[src/rtl/period_meter.sv]
// period_meter: averaged event-to-event period measurement with lock/overflow.
// Optional glitch rejection below MIN_PER clocks: define PERIOD_METER_GLITCH_EN.
`timescale 1ns/1ps

module period_meter #(
  parameter int CNT_W    = 16,
  parameter int AVG_LOG2 = 2,
  parameter int MIN_PER  = 8
) (
  input  logic             clk,
  input  logic             reset,
  input  logic             flag,
  output logic [CNT_W-1:0] period,
  output logic             period_valid,
  output logic             locked,
  output logic             ovf
);

  localparam int AW   = CNT_W + AVG_LOG2;
  localparam int IW   = (AVG_LOG2 > 0) ? AVG_LOG2 : 1;
  localparam int NAVG = 1 << AVG_LOG2;

`ifdef PERIOD_METER_GLITCH_EN
  localparam int MIN_CMP = MIN_PER;
`else
  // Counter is always >= 1 in MEAS, so every event passes.
  localparam int MIN_CMP = 1;
`endif

  localparam logic [IW-1:0]    IDX_LAST = IW'(NAVG - 1);
  localparam logic [CNT_W-1:0] CNT_ONE  = CNT_W'(1);
  localparam logic [CNT_W-1:0] CNT_MIN  = CNT_W'(MIN_CMP);

  typedef enum logic {
    SEEK,
    MEAS
  } state_e;

  state_e           state_q, state_d;
  logic [CNT_W-1:0] cnt_q, cnt_d;
  logic [AW-1:0]    acc_q, acc_d;
  logic [IW-1:0]    idx_q, idx_d;
  logic             flag_q;
  logic [CNT_W-1:0] period_q, period_d;
  logic             valid_q, valid_d;
  logic             locked_q, locked_d;
  logic             ovf_q, ovf_d;

  logic          ev;
  logic          accept;
  logic [AW-1:0] sum;

  assign ev     = flag & ~flag_q;
  assign accept = (cnt_q >= CNT_MIN);
  assign sum    = acc_q + AW'(cnt_q);

  // Next-state: seek first event, then count, accumulate and average.
  always_comb begin
    state_d  = state_q;
    cnt_d    = cnt_q;
    acc_d    = acc_q;
    idx_d    = idx_q;
    period_d = period_q;
    valid_d  = 1'b0;
    locked_d = locked_q;
    ovf_d    = ovf_q;
    unique case (state_q)
      SEEK: begin
        if (ev) begin
          cnt_d   = CNT_ONE;
          acc_d   = '0;
          idx_d   = '0;
          state_d = MEAS;
        end
      end
      MEAS: begin
        if (cnt_q == '1) begin
          ovf_d    = 1'b1;
          locked_d = 1'b0;
          acc_d    = '0;
          idx_d    = '0;
          state_d  = SEEK;
        end else if (ev && accept) begin
          cnt_d = CNT_ONE;
          if (idx_q == IDX_LAST) begin
            period_d = CNT_W'(sum >> AVG_LOG2);
            valid_d  = 1'b1;
            locked_d = 1'b1;
            ovf_d    = 1'b0;
            acc_d    = '0;
            idx_d    = '0;
          end else begin
            acc_d = sum;
            idx_d = idx_q + IW'(1);
          end
        end else begin
          cnt_d = cnt_q + CNT_ONE;
        end
      end
      default: state_d = SEEK;
    endcase
  end

  // State and datapath registers.
  always_ff @(posedge clk or negedge reset) begin
    if (!reset) begin
      state_q  <= SEEK;
      cnt_q    <= '0;
      acc_q    <= '0;
      idx_q    <= '0;
      flag_q   <= 1'b0;
      period_q <= '0;
      valid_q  <= 1'b0;
      locked_q <= 1'b0;
      ovf_q    <= 1'b0;
    end else begin
      state_q  <= state_d;
      cnt_q    <= cnt_d;
      acc_q    <= acc_d;
      idx_q    <= idx_d;
      flag_q   <= flag;
      period_q <= period_d;
      valid_q  <= valid_d;
      locked_q <= locked_d;
      ovf_q    <= ovf_d;
    end
  end

  assign period       = period_q;
  assign period_valid = valid_q;
  assign locked       = locked_q;
  assign ovf          = ovf_q;

endmodule

[config.mk]
export PLATFORM = sky130hd
export DESIGN_NAME = period_meter
export DESIGN_NICKNAME = d
export VERILOG_FILES = /design/src/rtl/period_meter.sv
export SDC_FILE = /design/constraint.sdc
export NUM_CORES = 1
export LEC_CHECK = 0
export ABC_AREA = 1
export CORE_MARGIN = 2
export CORE_UTILIZATION = 30
export CTS_BUF_LIST = sky130_fd_sc_hd__clkbuf_4
export DETAILED_ROUTE_END_ITERATION = 8
export MAX_ROUTING_LAYER = met4
export SETUP_SLACK_MARGIN = 0.15
export SLEW_MARGIN = 20
export SYNTH_ARGS = -nofsm -noshare
export SYNTH_HDL_FRONTEND = slang
export SYNTH_SLANG_ARGS = --single-unit
export TNS_END_PERCENT = 100
[constraint.sdc]
create_clock -name clk -period 1.9 [get_ports clk]
set_clock_uncertainty 0.1 [all_clocks]
set_input_delay 0.38 -clock clk [delete_from_list [all_inputs] [get_ports clk]]
set_output_delay 0.38 -clock clk [all_outputs]
set_load 0.01 [all_outputs]
---- Word level (Yosys, flattened, before mapping) ----
Index checks and enable logic that the tools add are counted.
word-level totals
  bits in registers ....................... 57
  bits of input ports ..................... 3
  output and inout bits ................... 19
  logic and storage cells ................. 56
cells by class
  add/sub/neg operators ................... 3
  $lt $le $gt $ge ......................... 1
  equal/unequal tests ..................... 5
  mux-type cells .......................... 27
  bitwise logic cells ..................... 4
  reduce and logical (&&, ||, !) cells .... 7
operator list
  cell                                                  count
  2-to-1 mux 18 bit                                     4
  2-to-1 mux 16 bit                                     3
  case mux 18 bit (2 select lines)                      1
  case mux 16 bit (2 select lines)                      1
  adder 18 x 16 -> 18 bit                               1
  adder 16 x 1 -> 16 bit, second input constant         1
  equality test 16 bit, second input constant           1
  >= comparator 16 x 1 -> 1 bit, second input constant  1
  2-to-1 mux 1 bit                                      12
  2-to-1 mux 2 bit                                      4
  != test 2 bit, second input constant                  2
  case mux 2 bit (2 select lines)                       1
  AND reduction 2 bit                                   2
  AND reduction 4 bit                                   1
  nonzero test 2 bit                                    2
  != test 3 x 1 -> 1 bit, second input constant         1
  inverter 1 bit                                        3
  AND reduction 3 bit                                   1
  adder 2 x 1 -> 2 bit, second input constant           1
  equality test 2 bit, second input constant            1
  case mux 1 bit (2 select lines)                       1
  AND 1 bit                                             1
  logical AND 1 bit                                     1

---- Logic depth before layout (Yosys ltp) ----
Gate-level depths: netlist of the first run.
  depth in word-level cells ............... 6
  gate-level depth with buffers ........... 14
  mapped depth without buffers ............ 13

---- Least setup slack after synthesis of the first run ----
Ideal clock, no wire load.
  path type ............................... register to register
  start point ............................. register cnt_q[0]
  end point ............................... register period_q[14], in the netlist period[14]
  setup time .............................. 0.117 ns
  arrival ................................. 1.694 ns
  required time ........................... 1.683 ns
  slack ................................... -0.011 ns
  cell stages (with the launch flop) ...... 13
  buffers on the path ..................... 0
  period minus slack after synthesis ...... 1.911 ns
  cell sequence ........................... dfrtp_1 -> ha_1 -> fa_1 -> nand3_1 -> nand2_1 -> nand2_1 -> nand2_1 -> nand3_1 -> nand2_1 -> nand2_1 -> nand2_1 -> nand2_1 -> nand2_1
between the ends
  word-level cells in the longest chain between the ends .. 3
  elaborated cells between the ends (all ways) .. 6
  classes of those cells .................. 1 x add/sub; 1 x order compare; 1 x eq/ne; 1 x bitwise; 2 x reduce/logical
RTL lines
  what                                                                   line    RTL
  start, declared                                                        40      logic [CNT_W-1:0] cnt_q, cnt_d;
  start signal, assigned                                                 118     cnt_q <= cnt_d;
  >= comparator 16 x 1 -> 1 bit or equality test 16 bit (tied branches)  54, 77
  logical AND 1 bit or inverter 1 bit (tied branches)                    --
  AND reduction 4 bit (no source line)                                   --
  end signal, assigned                                                   122     period_q <= period_d;
  end, declared                                                          44      logic [CNT_W-1:0] period_q, period_d;
Several ways; a longest one is shown, not always the timed one.
A chain may end at the register's enable or synchronous reset.

---- Final worst setup path of the first run ----
  start point ............................. register cnt_q[5]
  end point ............................... register period_q[7], in the netlist period[7]
Same word-level chain as after synthesis.

==> results.sh, run 1 <==
export IMPL_synth_cell_types=24
export IMPL_dr_pass1_iters=7
export IMPL_grt_remaining_overflow=0
export IMPL_clockBufferDepth=2
export IMPL_crit_slowest_cell="dfrtp_1"
export IMPL_grt_pass1_wl_um=16000
export IMPL_async_reset_ff_frac=1.00
export IMPL_worst_pin_slew_ns=0.420
export IMPL_peakVddDrop_mv=0.522
export IMPL_violations="DRC, setup timing"
export IMPL_whs_ns=0.310
export IMPL_avgSynthCellArea_um2=7.03
export IMPL_antenna_found_initial=1
export IMPL_cp_cell_sequence="ha_1, nand2_1, nor2_1, nand3_1, nand3_2, xor2_2, nand2_4, nand2_2"
export IMPL_cts_root_buffer="clkbuf_4"
export IMPL_crit_path_end_kind="register"
export IMPL_track_usage=0.163
export IMPL_synth_fp_nets=530
export IMPL_drive_above_1_share=0.357
export IMPL_ios=22
export IMPL_areaGrowthSynthToFinish_pct=50.8
export IMPL_crit_required_ns=2.18
export IMPL_wl_per_cell_um=14.2
export IMPL_finalSetupViolCount=29
export IMPL_die_area_um2=12800
export IMPL_gp_congestion=0.915
export IMPL_hold_class="input pin to register"
export IMPL_fin_crit_sh=1.03
export IMPL_cts_buffers=9
export IMPL_die_w_um=113
export IMPL_grt_pass1_vias=3396
export IMPL_via_per_inst=4.88
export IMPL_synth_mux_area_frac=0
export IMPL_maxCapViolCount=0
export IMPL_drt_initial_drc_count=174
export IMPL_syn_area_um2=3560
export IMPL_crit_arrival_ns=2.23
export IMPL_maxSlewHeadroom=0.720
export IMPL_rows=39
export IMPL_yosys_area_share_simple=0.357
export IMPL_numClockSinks=57
export IMPL_dieHeight_um=113
export IMPL_synth_cells=506
export IMPL_ys_flop_type="dfrtp_1"
export IMPL_power_leakage_nw=2.80
export IMPL_layout_nets=626
export IMPL_hpwl_um=6740
export IMPL_core_area_um2=11500
export IMPL_rsz0062_at_grt="yes"
export IMPL_dp_slack_ns=-0.195
export IMPL_h_tree_depth=3
export IMPL_slowest_delay_ns=0.40
export IMPL_totalWireLength_um=10600
export IMPL_synth_top_family_by_area="simple AND/OR/NAND/NOR gates"
export IMPL_powerDensity_nw_per_um2=904
export IMPL_hold_viol=0
export IMPL_ys_ff_latch=57
export IMPL_clk_latency_ns=0.44
export IMPL_finalSetupTns_ns=-0.519
export IMPL_fin_crit_ns=1.95
export IMPL_io_buffers=21
export IMPL_postLayoutCellArea_um2=5370
export IMPL_via_count=3666
export IMPL_synth_fa_ha_area_frac=0.0759
export IMPL_fmax_ghz=0.512
export IMPL_yosysSeqAreaShare=0.401
export IMPL_worst_slack_ns=-0.0523
export IMPL_synth_edf_count=0
export IMPL_synth_xor_area_frac=0.0320
export IMPL_place_area_um2=4270
export IMPL_yosys_warnings=0
export IMPL_slew_viol_final=0
export IMPL_clkTransAtPathRegs_ns=0.10
export IMPL_grt_max_degree=32
export IMPL_initial_core_util=0.309
export IMPL_crit_type="register to register"
export IMPL_drc=4
export IMPL_critPathMaxFanout=4
export IMPL_synth_compound_area_frac=0.0657
export IMPL_run_status="finished, violations left"
export IMPL_ant_nets=0
export IMPL_startpoint_type="register"
export IMPL_cts_tree="done"
==> what timing repair did <==
action	CTS	global route
buffers inserted	8	11
setup endpoints to repair	74	56
hold buffers	1	0
endpoints found under the hold margin	57	0
pin swaps	6	35
gates resized for setup	71	116
gates cloned	3	3
==> stage by stage <==
stage	std cells	power (W)	util
4_1_cts	736	0.00428	0.412
3_3_place_gp	708	0.00306	0.371
6_report	751	0.00485	0.466
5_1_grt	751	0.00518	0.466
3_5_place_dp	708	0.00311	0.371
2_1_floorplan	506	0.00244	-
==> sequential cells by signal, indices dropped and copies added, names as in the netlist <==
signal        flops
locked            1
acc_q            18
cnt_q            16
state_q           1
flag_q            1
ovf               1
period_valid      1
idx_q             2
period           16
==> cell families after synthesis <==
logic type	after synthesis
buffers and inverters	61
AOI/OAI and AO/OA	45
and+or+nand+nor	309
DFF	57
adders and majority gates	21
xor gates and xnor gates	13
==> per-layer routing <==
layer	track usage	routed length [µm]	vias to the layer above
li1	-	-	1793
met1	0.212	4590	1748
met2	0.255	5280	106
met3	0.0370	617	19
met4	0.0520	157	0
met5	-	0	-
==> worst paths after layout <==
| kind | from | to | slack (ns) | cells past startpoint |
|---|---|---|---|---|
| max reg2reg | cnt_q[5]$_DFFE_PN0P_ | period[7]$_DFFE_PN0P_ | -0.05 | 8 |
| min in group asynchronous | reset | period[1]$_DFFE_PN0P_ | 0.36 | 3 |
| min reg2reg | period[5]$_DFFE_PN0P_ | period[5]$_DFFE_PN0P_ | 0.38 | 2 |
| max in group asynchronous | reset | cnt_q[10]$_DFFE_PN0P_ | 0.96 | 3 |
| min | flag | flag_q$_DFF_PN0_ | 0.31 | 1 |
| max | cnt_q[5]$_DFFE_PN0P_ | period[7]$_DFFE_PN0P_ | -0.05 | 8 |
==> cell usage after synthesis, types with 3 or more instances <==
cell type / n / area [µm²]
ha_1: 20 / 250
buf_2: 6 / 30.0
nor2_1: 43 / 161
nand2_1: 212 / 796
nor2_2: 4 / 25.0
nand4_1: 5 / 31.3
xor2_1: 11 / 96.3
dfrtp_1: 57 / 1430
o22ai_1: 4 / 25.0
o21ai_1: 6 / 30.0
a21oi_1: 14 / 70.1
a31oi_1: 3 / 18.8
o21ai_0: 18 / 90.1
nor3_1: 5 / 25.0
inv_1: 53 / 199
nand3_1: 34 / 170
==> critical path, delay by kind of cell, from the launching register on <==
family	cells	cell delay, ns
XOR/XNOR	1	0.29
adder cells (fa/ha/maj)	1	0.36
flip-flops	1	0.40
AND/OR/NAND/NOR	6	0.75
==> placed cells by master (no fill, tap or decap), types with 4 or more instances in the layout <==
| master | netlist | routed |
|---|---|---|
| nor2_1 | 43 | 35 |
| xor2_1 | 11 | 7 |
| o21ai_0 | 18 | 9 |
| ha_4 | 0 | 13 |
| inv_2 | 0 | 5 |
| nand2_1 | 212 | 162 |
| nand4_1 | 5 | 5 |
| clkbuf_4 | 0 | 10 |
| ha_1 | 20 | 4 |
| nand2_4 | 2 | 16 |
| nor2_4 | 0 | 6 |
| buf_6 | 1 | 7 |
| nand3_2 | 0 | 16 |
| o21ai_1 | 6 | 10 |
| a21oi_2 | 0 | 5 |
| buf_4 | 0 | 56 |
| inv_1 | 53 | 46 |
| dlygate4sd2_1 | 0 | 19 |
| o22ai_1 | 4 | 4 |
| a21oi_1 | 14 | 9 |
| nor2_2 | 4 | 6 |
| nand2_2 | 2 | 37 |
| nand3_1 | 34 | 18 |
| dfrtp_2 | 0 | 5 |
| dfrtp_1 | 57 | 52 |
==> area by class of cell <==
type	count	area (µm²)
sequential	57	1430
clock buffer	10	75.1
multi-input combinational	388	2510
fill	1091	6150
timing repair buffer	93	876
clock inverter	6	82.6
inverter	53	210
tap	143	179
antenna	1	2.50
==> power by group <==
group          total (W)  switching, W  internal (W)
Clock            0.00104      0.000503      0.000541
Sequential       0.00161      0.000192       0.00142
Combinational    0.00219       0.00114       0.00105
Power figures use the tool's default switching activity.
==> run 2, diff against run 1 <==
- CTS_BUF_LIST: sky130_fd_sc_hd__clkbuf_4 -> sky130_fd_sc_hd__clkbuf_2 sky130_fd_sc_hd__clkbuf_4 sky130_fd_sc_hd__clkbuf_8
==> results.sh, run 2 (same netlist as run 1, synthesis figures left out) <==
export IMPL_run_status="finished, violations left"
export IMPL_violations="DRC, setup timing"
export IMPL_p_clk_frac=0.248
export IMPL_grt_max_degree=32
export IMPL_reg2regPathDepth=14
export IMPL_diodes=0
export IMPL_hold_viol=0
export IMPL_powerDensity_nw_per_um2=921
export IMPL_h_tree_depth=3
export IMPL_via_per_inst=4.88
export IMPL_worst_slack_ns=-0.129
export IMPL_p_int_w=0.00327
export IMPL_initial_core_util=0.309
export IMPL_fillCellCount=1072
export IMPL_drc=4
export IMPL_final_cell_mix="155 x nand2_1, 57 x buf_4, 53 x dfrtp_1, 46 x inv_1, 46 x nand2_2"
export IMPL_cp_depth=14
export IMPL_drt_initial_drc_count=147
export IMPL_crit_required_ns=2.05
export IMPL_worst_pin_slew_ns=0.432
export IMPL_grt_pass1_wl_um=16200
export IMPL_crit_type="register to register"
export IMPL_finalSetupViolCount=37
export IMPL_die_w_um=113
export IMPL_cp_cell_sequence="inv_2, ha_4, inv_2, nor2_2, nand2_1, nor2_1, nand2_1, nand2_2, nand2_4, nand2_8, nor2_8, clkbuf_16, nand2_1, nand2_1"
export IMPL_layout_commonest_cell="nand2_1"
export IMPL_wl_per_cell_um=14.7
export IMPL_startpoint="cnt_q[0]$_DFFE_PN0P_"
export IMPL_clockBufferDepth=2
export IMPL_r2r_start="cnt_q[0]$_DFFE_PN0P_"
export IMPL_hold_class="register to register"
export IMPL_drive_above_1_share=0.380
export IMPL_gp_congestion=0.915
export IMPL_cts_root_buffer="clkbuf_8"
export IMPL_crit_slowest_cell="dfrtp_2"
export IMPL_switchingPower_w=0.00185
export IMPL_track_usage=0.165
export IMPL_layout_nets=629
export IMPL_largest_register_ffs=18
export IMPL_peakVddDrop_mv=0.614
export IMPL_totalWireLength_um=11100
export IMPL_io_buffers=21
export IMPL_p_comb_frac=0.428
export IMPL_core_area_um2=11500
export IMPL_dp_slack_ns=-0.195
export IMPL_maxSlewHeadroom=0.712
export IMPL_ant_nets=0
export IMPL_dieHeight_um=113
export IMPL_maxCapViolCount=0
export IMPL_rows=39
export IMPL_max_flop_register="acc_q"
export IMPL_crit_path_frequent_cell="nand2_1"
export IMPL_numClockSinks=57
export IMPL_seqPwrFrac=0.324
export IMPL_clkTransAtPathRegs_ns=0.07
export IMPL_critPathMaxFanout=6
export IMPL_fmax_ghz=0.493
export IMPL_startpoint_type="register"
export IMPL_cts_tree="done"
export IMPL_hold_path_depth=2
export IMPL_slowest_delay_ns=0.48
export IMPL_worstHoldStart="period[5]$_DFFE_PN0P_"
export IMPL_antenna_found_initial=0
export IMPL_fin_crit_sh=1.07
export IMPL_crit_arrival_ns=2.18
export IMPL_ios=22
export IMPL_via_count=3675
export IMPL_cts_buffers=9
export IMPL_slew_viol_final=0
export IMPL_swShare=0.362
export IMPL_dr_pass1_iters=7
export IMPL_grt_pass1_vias=3399
export IMPL_fin_cells=753
export IMPL_die_area_um2=12800
export IMPL_fin_crit_ns=2.03
export IMPL_crit_buf_inv=3
export IMPL_dp_cells=708
export IMPL_rsz0062_at_grt="yes"
export IMPL_clk_latency_ns=0.36
export IMPL_finalSetupTns_ns=-2.82
export IMPL_areaGrowthSynthToFinish_pct=56.2
export IMPL_hpwl_um=6740
export IMPL_crit_family="simple AND/OR/NAND/NOR gates"
export IMPL_crit_path_end_kind="register"
export IMPL_power_leakage_nw=2.92
export IMPL_whs_ns=0.375
export IMPL_grt_remaining_overflow=0
==> run 2: changes by cell type in the layout (fill, tap and decap cells not counted), moves of 5 or more <==
| cell | delta |
|---|---|
| nand2_2 | +9 |
| nand2_1 | -7 |
| clkbuf_4 | -9 |
| dlymetal6s2s_1 | +14 |
| dlygate4sd2_1 | -19 |
| clkbuf_8 | +9 |
| clkdlybuf4s50_1 | +5 |
==> run 2: cell type report <==
type / count / area, µm² / share of cell area
repair inverters: 1 / 11.3 / 0.00203
clock inverters: 6 / 82.6 / 0.0149
inverters: 53 / 221 / 0.0398
clock buffers: 10 / 131 / 0.0236
multi-input cells: 388 / 2550 / 0.459
well taps: 143 / 179 / 0.0322
flip-flops and latches: 57 / 1430 / 0.257
repair buffers: 95 / 948 / 0.171
==> run 2: final timing paths <==
kind,end,slack (ns)
min reg2reg,period[5]$_DFFE_PN0P_,0.37
max reg2reg,acc_q[8]$_DFFE_PN0P_,-0.13
max,acc_q[8]$_DFFE_PN0P_,-0.13
min in group asynchronous,period[1]$_DFFE_PN0P_,0.46
max in group asynchronous,cnt_q[10]$_DFFE_PN0P_,0.88
min,period[5]$_DFFE_PN0P_,0.37
==> run 2: through the flow <==
stage	utilization	total power [W]	instance area, µm²
after floorplan	-	0.00244	3580
after global placement	0.371	0.00306	4270
after detailed placement	0.371	0.00311	4270
after CTS	0.425	0.00467	4890
after global routing	0.483	0.00545	5560
final	0.483	0.00512	5560
==> run 2: worst reg2reg max path: cells and delay by family, from the launching register on <==
family	cells	cell delay [ns]
flops	1	0.48
buf+inv	3	0.29
simple gates	10	0.95
fa+ha+maj	1	0.12
==> run 2: per-layer routing <==
metal  global-route usage  routed length, µm
met5                    -                  0
met4               0.0569                191
met3               0.0343                656
met2                0.257               5420
met1                0.213               4790
==> run 2: power groups by stage <==
stage | combinational, W | sequential [W] | clock [W]
after floorplan | 0.000830 | 0.00161 | 0
after global placement | 0.00148 | 0.00158 | 0
after detailed placement | 0.00152 | 0.00159 | 0
after CTS | 0.00175 | 0.00161 | 0.00130
after global routing | 0.00240 | 0.00169 | 0.00136
final | 0.00219 | 0.00166 | 0.00127
==> run 2: timing repair <==
| action | 4_1_cts | 5_1_grt |
|---|---|---|
| cloned | 2 | 6 |
| pin swaps | 8 | 42 |
| hold buffers | 1 | 0 |
| setup buffers | 6 | 14 |
| hold endpoints to repair | 57 | 0 |
| gates resized for setup | 61 | 137 |
| setup endpoints to repair | 55 | 69 |
